==> src/rtl/i2s_dsp_pkg.sv <==
// Shared types and field widths for the I2S DSP frame-sync path.
// Latency: n/a (declarations only).
// Backpressure: n/a (declarations only).
package i2s_dsp_pkg;

  // Frame-sync generator states
  typedef enum logic [1:0] {
    IDLE  = 2'd0,
    FRAME = 2'd1,
    GAP   = 2'd2
  } ws_state_e;

  // Bits-per-word field (value is bits minus 1)
  localparam int BITS_W = 5;
  // Words-per-frame field (value is words minus 1)
  localparam int WORDS_W = 4;
  // Longest frame in sck cycles: 16 words of 32 bits
  localparam int MAX_FRAME_LEN = (1 << WORDS_W) * (1 << BITS_W);

endpackage

==> src/rtl/i2s_dsp_frame_cnt.sv <==
// Bit/word counter pair for one DSP frame, with wrap and frame terminal count.
// Latency: counters update on the edge after adv/clr; next values are exposed combinationally.
// Backpressure: none; the owner decides each cycle whether to advance, hold or clear.
module i2s_dsp_frame_cnt
  import i2s_dsp_pkg::*;
(
  input  logic               sck_i,
  input  logic               rst_i,
  input  logic               clr,
  input  logic               adv,
  input  logic [BITS_W-1:0]  nb,
  input  logic [WORDS_W-1:0] nw,
  output logic [BITS_W-1:0]  bit_nxt,
  output logic [WORDS_W-1:0] word_nxt,
  output logic               frame_tc
);

  logic [BITS_W-1:0]  bit_q;
  logic [WORDS_W-1:0] word_q;
  logic               bit_tc;

  // Terminal counts against the frame's latched geometry
  always_comb begin
    bit_tc   = (bit_q == nb);
    frame_tc = bit_tc && (word_q == nw);
  end

  // Next counter values: clear wins, then advance with wrap at the word and frame boundary
  always_comb begin
    bit_nxt  = bit_q;
    word_nxt = word_q;
    if (clr) begin
      bit_nxt  = '0;
      word_nxt = '0;
    end else if (adv) begin
      if (bit_tc) begin
        bit_nxt  = '0;
        word_nxt = frame_tc ? '0 : word_q + 4'd1;
      end else begin
        bit_nxt = bit_q + 5'd1;
      end
    end
  end

  // Counter registers
  always_ff @(posedge sck_i) begin
    if (rst_i) begin
      bit_q  <= '0;
      word_q <= '0;
    end else begin
      bit_q  <= bit_nxt;
      word_q <= word_nxt;
    end
  end

endmodule

==> src/rtl/i2s_dsp_ws_gen.sv <==
// Master frame-sync / word strobe generator for the DSP TX channel; optional long sync via I2S_DSP_WS_LONG_FS_EN.
// Latency: first ws_o one cycle after cfg_en_i & master_ready_to_send_i are sampled in IDLE; all outputs registered.
// Backpressure: a frame only starts while the channel is ready; a ready drop lets the frame finish, an enable drop aborts at once.
module i2s_dsp_ws_gen
  import i2s_dsp_pkg::*;
#(
  parameter int GAP_W = 8
) (
  input  logic               sck_i,
  input  logic               rst_i,
  input  logic               cfg_en_i,
  input  logic [BITS_W-1:0]  cfg_num_bits_i,
  input  logic [WORDS_W-1:0] cfg_num_word_i,
  input  logic [GAP_W-1:0]   cfg_gap_i,
`ifdef I2S_DSP_WS_LONG_FS_EN
  input  logic               cfg_long_fs_i,
`endif
  input  logic               master_ready_to_send_i,
  output logic               ws_o,
  output logic               word_start_o,
  output logic [WORDS_W-1:0] word_idx_o,
  output logic               frame_done_o,
  output logic               busy_o
);

  localparam logic [GAP_W-1:0] GAP_ONE = {{(GAP_W-1){1'b0}}, 1'b1};

  ws_state_e          state_q, state_nxt;
  logic [BITS_W-1:0]  nb_q, nb_nxt;
  logic [WORDS_W-1:0] nw_q, nw_nxt;
  logic [GAP_W-1:0]   gap_q, gap_cfg_nxt;
  logic [GAP_W-1:0]   gap_cnt_q, gap_nxt;
  logic               start_ok;
  logic               latch;
  logic               cnt_clr;
  logic               cnt_adv;
  logic [BITS_W-1:0]  bit_nxt;
  logic [WORDS_W-1:0] word_nxt;
  logic               frame_tc;
  logic               in_frame_nxt;
  logic               ws_nxt;
  logic               word_start_nxt;
  logic               frame_done_nxt;

`ifdef I2S_DSP_WS_LONG_FS_EN
  logic               long_q, long_nxt;
`endif

  i2s_dsp_frame_cnt u_frame_cnt (
    .sck_i    (sck_i),
    .rst_i    (rst_i),
    .clr      (cnt_clr),
    .adv      (cnt_adv),
    .nb       (nb_q),
    .nw       (nw_q),
    .bit_nxt  (bit_nxt),
    .word_nxt (word_nxt),
    .frame_tc (frame_tc)
  );

  assign start_ok = cfg_en_i & master_ready_to_send_i;

  // Next state, counter control and gap counting; disable overrides every state
  always_comb begin
    state_nxt = state_q;
    gap_nxt   = gap_cnt_q;
    cnt_clr   = 1'b0;
    cnt_adv   = 1'b0;
    latch     = 1'b0;
    if (!cfg_en_i) begin
      state_nxt = IDLE;
      cnt_clr   = 1'b1;
      gap_nxt   = '0;
    end else begin
      case (state_q)
        IDLE: begin
          cnt_clr = 1'b1;
          gap_nxt = '0;
          if (start_ok) begin
            latch     = 1'b1;
            state_nxt = FRAME;
          end
        end
        FRAME: begin
          cnt_adv = 1'b1;
          if (frame_tc) begin
            gap_nxt = '0;
            if (gap_q != '0) begin
              state_nxt = GAP;
            end else if (start_ok) begin
              latch     = 1'b1;
              state_nxt = FRAME;
            end else begin
              state_nxt = IDLE;
            end
          end
        end
        GAP: begin
          if (gap_cnt_q == gap_q - GAP_ONE) begin
            gap_nxt = '0;
            if (start_ok) begin
              latch     = 1'b1;
              state_nxt = FRAME;
            end else begin
              state_nxt = IDLE;
            end
          end else begin
            gap_nxt = gap_cnt_q + GAP_ONE;
          end
        end
        default: begin
          state_nxt = IDLE;
          cnt_clr   = 1'b1;
          gap_nxt   = '0;
        end
      endcase
    end
  end

  // Shadow config: only a frame start picks up new settings
  always_comb begin
    nb_nxt      = latch ? cfg_num_bits_i : nb_q;
    nw_nxt      = latch ? cfg_num_word_i : nw_q;
    gap_cfg_nxt = latch ? cfg_gap_i      : gap_q;
  end

`ifdef I2S_DSP_WS_LONG_FS_EN
  // Long-sync flag latched with the rest of the frame config
  always_comb begin
    long_nxt = latch ? cfg_long_fs_i : long_q;
  end
`endif

  // Output decode from the state the next edge will enter, so outputs can be registered
  always_comb begin
    in_frame_nxt   = (state_nxt == FRAME);
    word_start_nxt = in_frame_nxt && (bit_nxt == '0);
    frame_done_nxt = in_frame_nxt && (bit_nxt == nb_nxt) && (word_nxt == nw_nxt);
`ifdef I2S_DSP_WS_LONG_FS_EN
    ws_nxt         = in_frame_nxt && (word_nxt == '0) && ((bit_nxt == '0) || long_nxt);
`else
    ws_nxt         = in_frame_nxt && (word_nxt == '0) && (bit_nxt == '0);
`endif
  end

  // FSM state, shadow config, gap counter and registered outputs
  always_ff @(posedge sck_i) begin
    if (rst_i) begin
      state_q      <= IDLE;
      nb_q         <= '0;
      nw_q         <= '0;
      gap_q        <= '0;
      gap_cnt_q    <= '0;
      ws_o         <= 1'b0;
      word_start_o <= 1'b0;
      word_idx_o   <= '0;
      frame_done_o <= 1'b0;
      busy_o       <= 1'b0;
    end else begin
      state_q      <= state_nxt;
      nb_q         <= nb_nxt;
      nw_q         <= nw_nxt;
      gap_q        <= gap_cfg_nxt;
      gap_cnt_q    <= gap_nxt;
      ws_o         <= ws_nxt;
      word_start_o <= word_start_nxt;
      word_idx_o   <= word_nxt;
      frame_done_o <= frame_done_nxt;
      busy_o       <= (state_nxt != IDLE);
    end
  end

`ifdef I2S_DSP_WS_LONG_FS_EN
  // Long-sync shadow register
  always_ff @(posedge sck_i) begin
    if (rst_i) begin
      long_q <= 1'b0;
    end else begin
      long_q <= long_nxt;
    end
  end
`endif

endmodule

==> config.mk <==
export PLATFORM = sky130hd
export DESIGN_NAME = i2s_dsp_ws_gen
export DESIGN_NICKNAME = d
export VERILOG_FILES = /design/src/rtl/i2s_dsp_pkg.sv /design/src/rtl/i2s_dsp_frame_cnt.sv /design/src/rtl/i2s_dsp_ws_gen.sv
export SDC_FILE = /design/constraint.sdc
export NUM_CORES = 1
export LEC_CHECK = 0
export CORE_MARGIN = 4
export CORE_UTILIZATION = 35
export CTS_CLUSTER_SIZE = 16
export DETAILED_ROUTE_END_ITERATION = 12
export DONT_BUFFER_PORTS = 1
export PLACE_DENSITY = 0.5
export SYNTH_ARGS = -nofsm -noshare
export SYNTH_HDL_FRONTEND = slang
export SYNTH_SLANG_ARGS = --single-unit
==> constraint.sdc <==
create_clock -name sck_i -period 4.15 [get_ports sck_i]
set_clock_uncertainty 0.1 [all_clocks]
set_input_delay 0.415 -clock sck_i [delete_from_list [all_inputs] [get_ports sck_i]]
set_output_delay 0.415 -clock sck_i [all_outputs]
set_load 0.05 [all_outputs]
== Yosys cells after proc, flatten, opt, wreduce, memory -nomap -nowiden ==
Index checks and enable logic that the tools add are counted.
Cells by class
  add/subtract/negate cells: 4
  equal/unequal tests: 9
  muxes and demuxes: 29
  bitwise logic cells: 2
  reductions and logical operators: 13
Operators by type and width (count)
  $mux 4: 5
  $mux 5: 4
  $mux 8: 2
  $pmux 8 s2: 1
  $eq 5x5->1: 2
  $mux 1: 10
  $mux 2: 5
  $add 8x1->8 const B: 1
  $eq 4x4->1: 2
  $eq 8x8->1: 1
  $reduce_bool 8->1: 1
  $sub 8x1->8 const B: 1
  $logic_and 1x1->1: 6
  $pmux 2 s3: 1
  $add 5x1->5 const B: 1
  $logic_not 5->1: 1
  $add 4x1->4 const B: 1
  $eq 2x1->1 const B: 2
  $logic_not 4->1: 1
  $reduce_or 2->1: 2
  $pmux 1 s3: 1
  $eq 2x2->1 const B: 1
  $logic_not 2->1: 1
  $ne 2x1->1 const B: 1
  3 further kinds: 3
Storage, ports and cells
  flip-flop bits (word level): 40
  bits of input ports: 21
  word-level logic and storage cells: 68

== Depth between registers and ports, before layout ==
Gate-level depths: netlist of the first run.
  depth in word-level cells: 10
  depth in mapped cells: 13

== By module ==
From an unflattened synthesis of the first run, not the netlist that was laid out.
Second synthesis, totals
  cell total of the unflattened synthesis: 296
  area total of the unflattened synthesis: 2681.3 um^2
By module, submodules not included
  i2s_dsp_ws_gen: times used 1, cells an instance 224, area an instance 2052.0 um^2, seq. area each 700.7 um^2
  i2s_dsp_frame_cnt: times used 1, cells an instance 72, area an instance 629.4 um^2, seq. area each 180.2 um^2

== Worst setup path before layout of the first run ==
No wires, ideal clock.
  path kind: flip-flop to flip-flop
  from: register gap_q[0]
  to: register frame_done_o
  setup time: 73 ps
  arrival time: 2822 ps
  setup slack: 1155 ps
  stages on the path, launching flop included: 14
  path buffers: 2
  clock period less this slack: 2995 ps
  path through: dfxtp_1 inv_1 ha_1 o21ba_2 a221oi_1 o22ai_1 or4_1 buf_6 nand2_8 buf_8 mux2i_1 xnor2_1 nand2_1 nor3_2
Between the ends
  cells in the longest elaborated chain, start to end: 9
  elaborated cells on any way between the ends: 20
Ends and longest elaborated chain
  from (decl): RTL line i2s_dsp_ws_gen.sv:31  | logic [GAP_W-1:0] gap_q, gap_cfg_nxt;
  from (signal assigned): RTL line i2s_dsp_ws_gen.sv:163  | gap_q <= gap_cfg_nxt;
  $sub 8x1->8 / $reduce_bool 8->1 (equally long branches): RTL line i2s_dsp_ws_gen.sv:99, i2s_dsp_ws_gen.sv:88
  $eq 8x8->1 / $mux 1 (equally long branches): RTL line i2s_dsp_ws_gen.sv:99, i2s_dsp_ws_gen.sv:88
  $mux 1, on equally long branches: RTL line i2s_dsp_ws_gen.sv:99, i2s_dsp_ws_gen.sv:86
  $pmux 1 s3: RTL line i2s_dsp_ws_gen.sv:75  | case (state_q)
  $mux 1: RTL line i2s_dsp_ws_gen.sv:70  | if (!cfg_en_i) begin
  $mux 5: RTL line i2s_dsp_ws_gen.sv:122  | nb_nxt = latch ? cfg_num_bits_i : nb_q;
  $eq 5x5->1: RTL line i2s_dsp_ws_gen.sv:138  | frame_done_nxt = in_frame_nxt && (bit_nxt == nb_nxt) && (word_nxt == nw_nxt);
  $logic_and 1x1->1: RTL line i2s_dsp_ws_gen.sv:138
  $logic_and 1x1->1 *: RTL line i2s_dsp_ws_gen.sv:138
  to (signal assigned): RTL line i2s_dsp_ws_gen.sv:168  | frame_done_o <= frame_done_nxt;
  to (decl): RTL line i2s_dsp_ws_gen.sv:22  | output logic frame_done_o,
Mark *: on every way between the ends. The rest lies on a longest branch, timed or not.
A chain may end at the register's enable or synchronous reset.

== Worst setup path after layout of the first run ==
Same ends and word-level chain as after synthesis.

==> impl_metrics.tcl, run 1 <==
set metrics [dict create \
    min_from "rst_i" \
    cts_tree "built" \
    die_area_sq_mm 0.00764 \
    syn_nets 284 \
    via_per_inst 5.11 \
    io_pins 29 \
    start_util 0.366 \
    regToRegSetupSlack_ns 0.74 \
    grt_pass1_wl_um 8230 \
    dpl.hpwl_um 3680 \
    period_minus_slack_ns 3.41 \
    vias 1708 \
    stdcell_count 334 \
    cts-htree-levels 2 \
    slowest_delay_ns 0.79 \
    power_density_mw_per_mm2 349 \
    final_cell_area_sq_mm 0.00239 \
    portBuffers 0 \
    worstSetupPathType "reg2reg" \
    max_cap_viol_count 0 \
    yosysWarnings 0 \
    fin_crit_sh 0.822 \
    synth_area_sq_mm 0.00221 \
    finalMaxSlewViolations 0 \
    synth.top_cell.area_share 0.363 \
    reg2regPathDepth 11 \
    fin_ws_ns 0.740 \
    r2r-start "gap_q[0]" \
    placed_area_sq_mm 0.00228 \
    synth_top_area_cell "dfxtp_1" \
    antennaDiodeCount 0 \
    globalRouteTotalUtil 0.138 \
    cts.repair.resized 0 \
    gp_congestion 0.762 \
    async_reset_ff_frac 0 \
    path_delay_family "simple AND/OR/NAND/NOR gates" \
    grt_max_degree 30 \
    wl_um 4900 \
    syn_inst 254 \
    core_sq_mm 0.00603 \
    antenna_left 0 \
    r2r_end "frame_done_o" \
    final-setup-viol-count 0 \
    hold_path_depth 1 \
    core.rowCount 28 \
    placedCellCount 326 \
    post_cts_buffers 0 \
    final-hold-violation-count 0 \
    layout-drive-gt1-share 0.0811 \
    numCtsBuffers 5 \
    ys_seq_elements 40 \
    status "complete, no violations" \
    clk_latency_ns 0.29 \
    die_x_um 87.4 \
    avgSynthCellArea_sq_um 8.69 \
    grt_antenna_before_repair 0 \
    place_worst_setup_slack_ns 0.758 \
    grt_pass1_vias 1691 \
    cp_cell_sequence "inv_1 > ha_1 > o21ba_2 > a221oi_1 > o22ai_1 > or4_1 > nand2_8 > mux2i_1 > xor2_1 > nand4_1 > nor3_2" \
    worst_pin_slew_ns 0.629 \
    yosysMostFrequentCell "dfxtp_1" \
    cts_sinks 40 \
    fin_tns_setup_ns 0 \
    synth_area_leaders "dfxtp_1 36%, xor2_1 9.9%, nor2_1 5.9%, ha_1 5.1%, mux2i_1 5.0%" \
    drc 0 \
    startpoint_type "register" \
    path_buf_inv 1 \
    area_growth_pct 8.44 \
    synth-edff-count 0 \
    cp_slowest_cell "or4_1" \
    cts.clk_slew.worst_paths_ns 0.08 \
    required_ns 4.28 \
    slew-limit-headroom 0.578 \
    clockRootBuffer "clkbuf_8" \
    clock_path_buffers 2 \
    hold_class "in2reg" \
    die_h_um 87.4 \
    drtPass1Iterations 4 \
    seq_area_frac_synth 0.363 \
    max_freq_ghz 0.293 \
    synth.distinct_cells 47 \
    drt_iter0_drc 48 \
    synthTopCellsByCount "40 x dfxtp_1, 35 x nor2_1, 25 x xor2_1, 24 x nand2_1" \
    hold-path-endpoint "gap_q[3]" \
    rsz0062_at_grt "false" \
    power.leakage_uw 0.000968 \
    worstPathArrival_ns 3.54 \
    holdBufCountCts 0 \
    peakVddDrop_mv 0.190 \
    ys.flop_type "dfxtp_1" \
    fin_util 0.397 \
    grt_overflow 0 \
    num-nets-final 288 \
    avgRoutedWirePerCell_um 14.7 \
    worstPathMaxFanout 18 \
    crit_path_end_kind "register" \
]
==> cells by family (layout without fill, tap and decap cells) <==
kind of cell,count (synthesis),after routing,share of synthesized area
buffers and inverters,13,18,0.0340
and+or+nand+nor,113,113,0.267
AOI/OAI and AO/OA,31,31,0.0884
muxes,11,11,0.0499
DFF,40,40,0.363
xor gates and xnor gates,37,37,0.147
adders and majority gates,9,9,0.0510
==> registers in the layout (all words and copies together) (netlist names) <==
name and flops:
u_frame_cnt.word_q 4, nw_q 4, gap_cnt_q 8, nb_q 5, gap_q 8, state_q 2, word_start_o 1, ws_o 1
busy_o 1, frame_done_o 1, u_frame_cnt.bit_q 5
==> power by group <==
part,internal (uW),switching [uW],leakage [uW]
combinational,44.0,56.5,0.000589
sequential,396,21.2,0.000325
clock,178,140,0.0000541
total,618,218,0.000968
==> worst max path at each step <==
stage / from / to / cells past startpoint
2_1_floorplan: gap_q[0] / frame_done_o / 13
3_3_place_gp: gap_q[0] / frame_done_o / 11
3_5_place_dp: gap_q[0] / frame_done_o / 11
4_1_cts: gap_q[0] / frame_done_o / 11
5_1_grt: gap_q[0] / frame_done_o / 11
6_report: gap_q[0] / frame_done_o / 11
==> layout by cell type (no fill, tap or decap), types with 3 or more instances in the layout <==
cell / count
nand3_1: 15
nand2_1: 24
a21oi_1: 15
inv_1: 5
nor2b_1: 3
clkbuf_8: 5
nand4_1: 8
nor3_1: 6
dfxtp_1: 40
ha_1: 9
mux2i_1: 11
nor2_1: 35
xor2_1: 25
buf_4: 5
xnor2_1: 12
==> per-layer routing <==
layer	vias up	share of wire	global-route usage
li1	892	-	-
met2	26	0.46	0.222
met3	2	0.055	0.0445
met4	0	0.0059	0.0460
met5	-	0	0
met1	788	0.48	0.173
==> metrics by stage <==
step	hold slack, ns	power [uW]
global placement	0.392	528
floorplan	0.372	510
finish	0.0869	835
detailed placement	0.390	527
global route	0.0669	878
CTS	0.0717	848
==> layout make-up <==
class | count | area [sq um]
Fill cell | 629 | 3630
Timing Repair Buffer | 5 | 37.5
Multi-Input combinational cell | 201 | 1330
Inverter | 5 | 18.8
Tap cell | 75 | 93.8
Sequential cell | 40 | 801
Clock inverter | 3 | 42.5
Clock buffer | 5 | 68.8
Power figures use the tool's default switching activity.
==> inputs of run 2 (changes only) <==
- PLACE_DENSITY: 0.5 -> 0.52
- clock period: 4.15 -> 2.7 ns (I/O delays scaled with it)
==> run 2 against run 1 <==
Net effect: first-iteration DRC count is 29% higher; combinational power is 130% higher; setup slack worse by 0.71 ns; register-to-register slack worse by 0.71 ns; worst hold slack worse by 0.069 ns; clock power is 18% higher; flip-flop and latch count stayed put; power is 50% higher; sequential power is 53% higher; critical endpoint unchanged; largest cell class unchanged; largest power group unchanged; highest routed layer unchanged.
==> impl_metrics.tcl, run 2 (synthesis gave the netlist of run 1 again) <==
set metrics [dict create \
    layout-drive-gt1-share 0.239 \
    status "complete, no violations" \
    most-common-layout-cells "35 x nor2_1, 35 x dfxtp_1, 32 x buf_4" \
    portBuffers 0 \
    power_density_mw_per_mm2 452 \
    antennaDiodeCount 0 \
    post_cts_buffers 0 \
    path_buf_inv 1 \
    start_util 0.366 \
    avgRoutedWirePerCell_um 14.8 \
    fin_tns_setup_ns 0 \
    finalMaxSlewViolations 0 \
    die_x_um 87.4 \
    dpl.hpwl_um 3990 \
    drt_iter0_drc 62 \
    core.rowCount 28 \
    fin_crit_sh 0.990 \
    worstSetupPathType "reg2reg" \
    antenna_left 0 \
    area_growth_pct 25.3 \
    cts_tree "built" \
    worstPathArrival_ns 2.80 \
    worstPathMaxFanout 6 \
    final-hold-violation-count 0 \
    grt_max_degree 28 \
    power.leakage_uw 0.00114 \
    path_delay_family "simple AND/OR/NAND/NOR gates" \
    grt_antenna_before_repair 0 \
    startpoint_type "register" \
    core_sq_mm 0.00603 \
    hold_class "in2reg" \
    fin_ws_ns 0.0278 \
    num-nets-final 323 \
    nFillCells 614 \
    io_pins 29 \
    crit_path_end_kind "register" \
    slew-limit-headroom 0.303 \
    globalRouteTotalUtil 0.153 \
    drtPass1Iterations 4 \
    die_area_sq_mm 0.00764 \
    slowest_delay_ns 0.52 \
    worst_pin_slew_ns 1.04 \
    final-setup-viol-count 0 \
    grt_overflow 0 \
    place_worst_setup_slack_ns -0.114 \
    cts-htree-levels 2 \
    period_minus_slack_ns 2.67 \
    fin_util 0.459 \
    top_regs "gap_cnt_q: 8 flops, gap_q: 8 flops" \
    max_cap_viol_count 0 \
    peakVddDrop_mv 0.278 \
    gp_congestion 0.826 \
    via_per_inst 5.07 \
    clk_latency_ns 0.30 \
    cp_slowest_cell "or4_4" \
    drc 0 \
    power_uw 1250 \
    clock_path_buffers 2 \
    numCtsBuffers 5 \
    max_freq_ghz 0.374 \
    die_h_um 87.4 \
    required_ns 2.83 \
    clockRootBuffer "clkbuf_8" \
    grt_pass1_wl_um 8930 \
    wl_um 5450 \
    cp_cell_sequence "inv_2 > ha_4 > o21ba_4 > a221oi_2 > o22ai_2 > or4_4 > nand2_8 > mux2i_2 > xor2_1 > nand4_1 > nor3_2" \
    vias 1864 \
    cts.clk_slew.worst_paths_ns 0.08 \
    rsz0062_at_grt "true" \
    cts_sinks 40 \
    grt_pass1_vias 1832 \
]
run 2: cell count changes in the layout (fill, tap and decap cells not counted), sizes merged:
cell	change
dlygate4sd3	+7
bufinv	-1
buf	+27
clkbuf	+1
clkinvlp	-1
nand2	+1
run 2: cell type report:
class	instances	area [sq um]	area share
flip-flops and latches	40	807	0.292
clock inverters	1	5.00	0.00181
repair buffers	39	310	0.112
multi-input cells	202	1460	0.527
inverters	5	18.8	0.00678
well taps	75	93.8	0.0339
clock buffers	6	72.6	0.0262
run 2: stage by stage:
| step | hold WS (ns) | cell area (sq um) | std cells |
|---|---|---|---|
| 2_1_floorplan | 0.298 | 2230 | 254 |
| 3_3_place_gp | 0.239 | 2510 | 353 |
| 3_5_place_dp | 0.240 | 2510 | 353 |
| 4_1_cts | 0.00538 | 2690 | 368 |
| 5_1_grt | 0.0174 | 2770 | 368 |
| 6_report | 0.0182 | 2770 | 368 |
run 2: repair_timing:
item | CTS | global route
gates cloned | 1 | 0
gates resized for setup | 5 | 15
pin swaps | 0 | 4
endpoints found under the hold margin | 27 | 0
hold buffers | 7 | 0
endpoints found under the setup margin | 2 | 6
run 2: path summary, 6_finish.rpt:
| path | end | slack, ns | start | cells after the start |
|---|---|---|---|---|
| worst min-delay path | gap_q[1] | 0.02 | cfg_gap_i[1] | 2 |
| worst max-delay path | frame_done_o | 0.03 | gap_q[0] | 11 |
| worst max register to register | frame_done_o | 0.03 | gap_q[0] | 11 |
| worst min register to register | gap_q[3] | 0.43 | gap_q[3] | 2 |
run 2: per-layer routing:
layer	part of all wire	up-vias	GRT usage
met5	0	-	0
met3	0.049	8	0.0416
li1	-	962	-
met1	0.46	871	0.194
met4	0.016	0	0.0669
met2	0.48	23	0.243
run 2: power by group:
| group | total (uW) | internal (uW) | switching (uW) |
|---|---|---|---|
| clock | 376 | 176 | 200 |
| sequential | 640 | 609 | 30.9 |
| combinational | 234 | 118 | 117 |
run 2: worst reg2reg max path, delay by kind of cell, from the launching register on:
family / cells / cell delay [ns]
buf+inv: 1 / 0.05
simple gates: 4 / 0.93
xor+xnor: 1 / 0.18
compound gates: 3 / 0.59
fa+ha+maj: 1 / 0.17
mux: 1 / 0.26
flops: 1 / 0.34
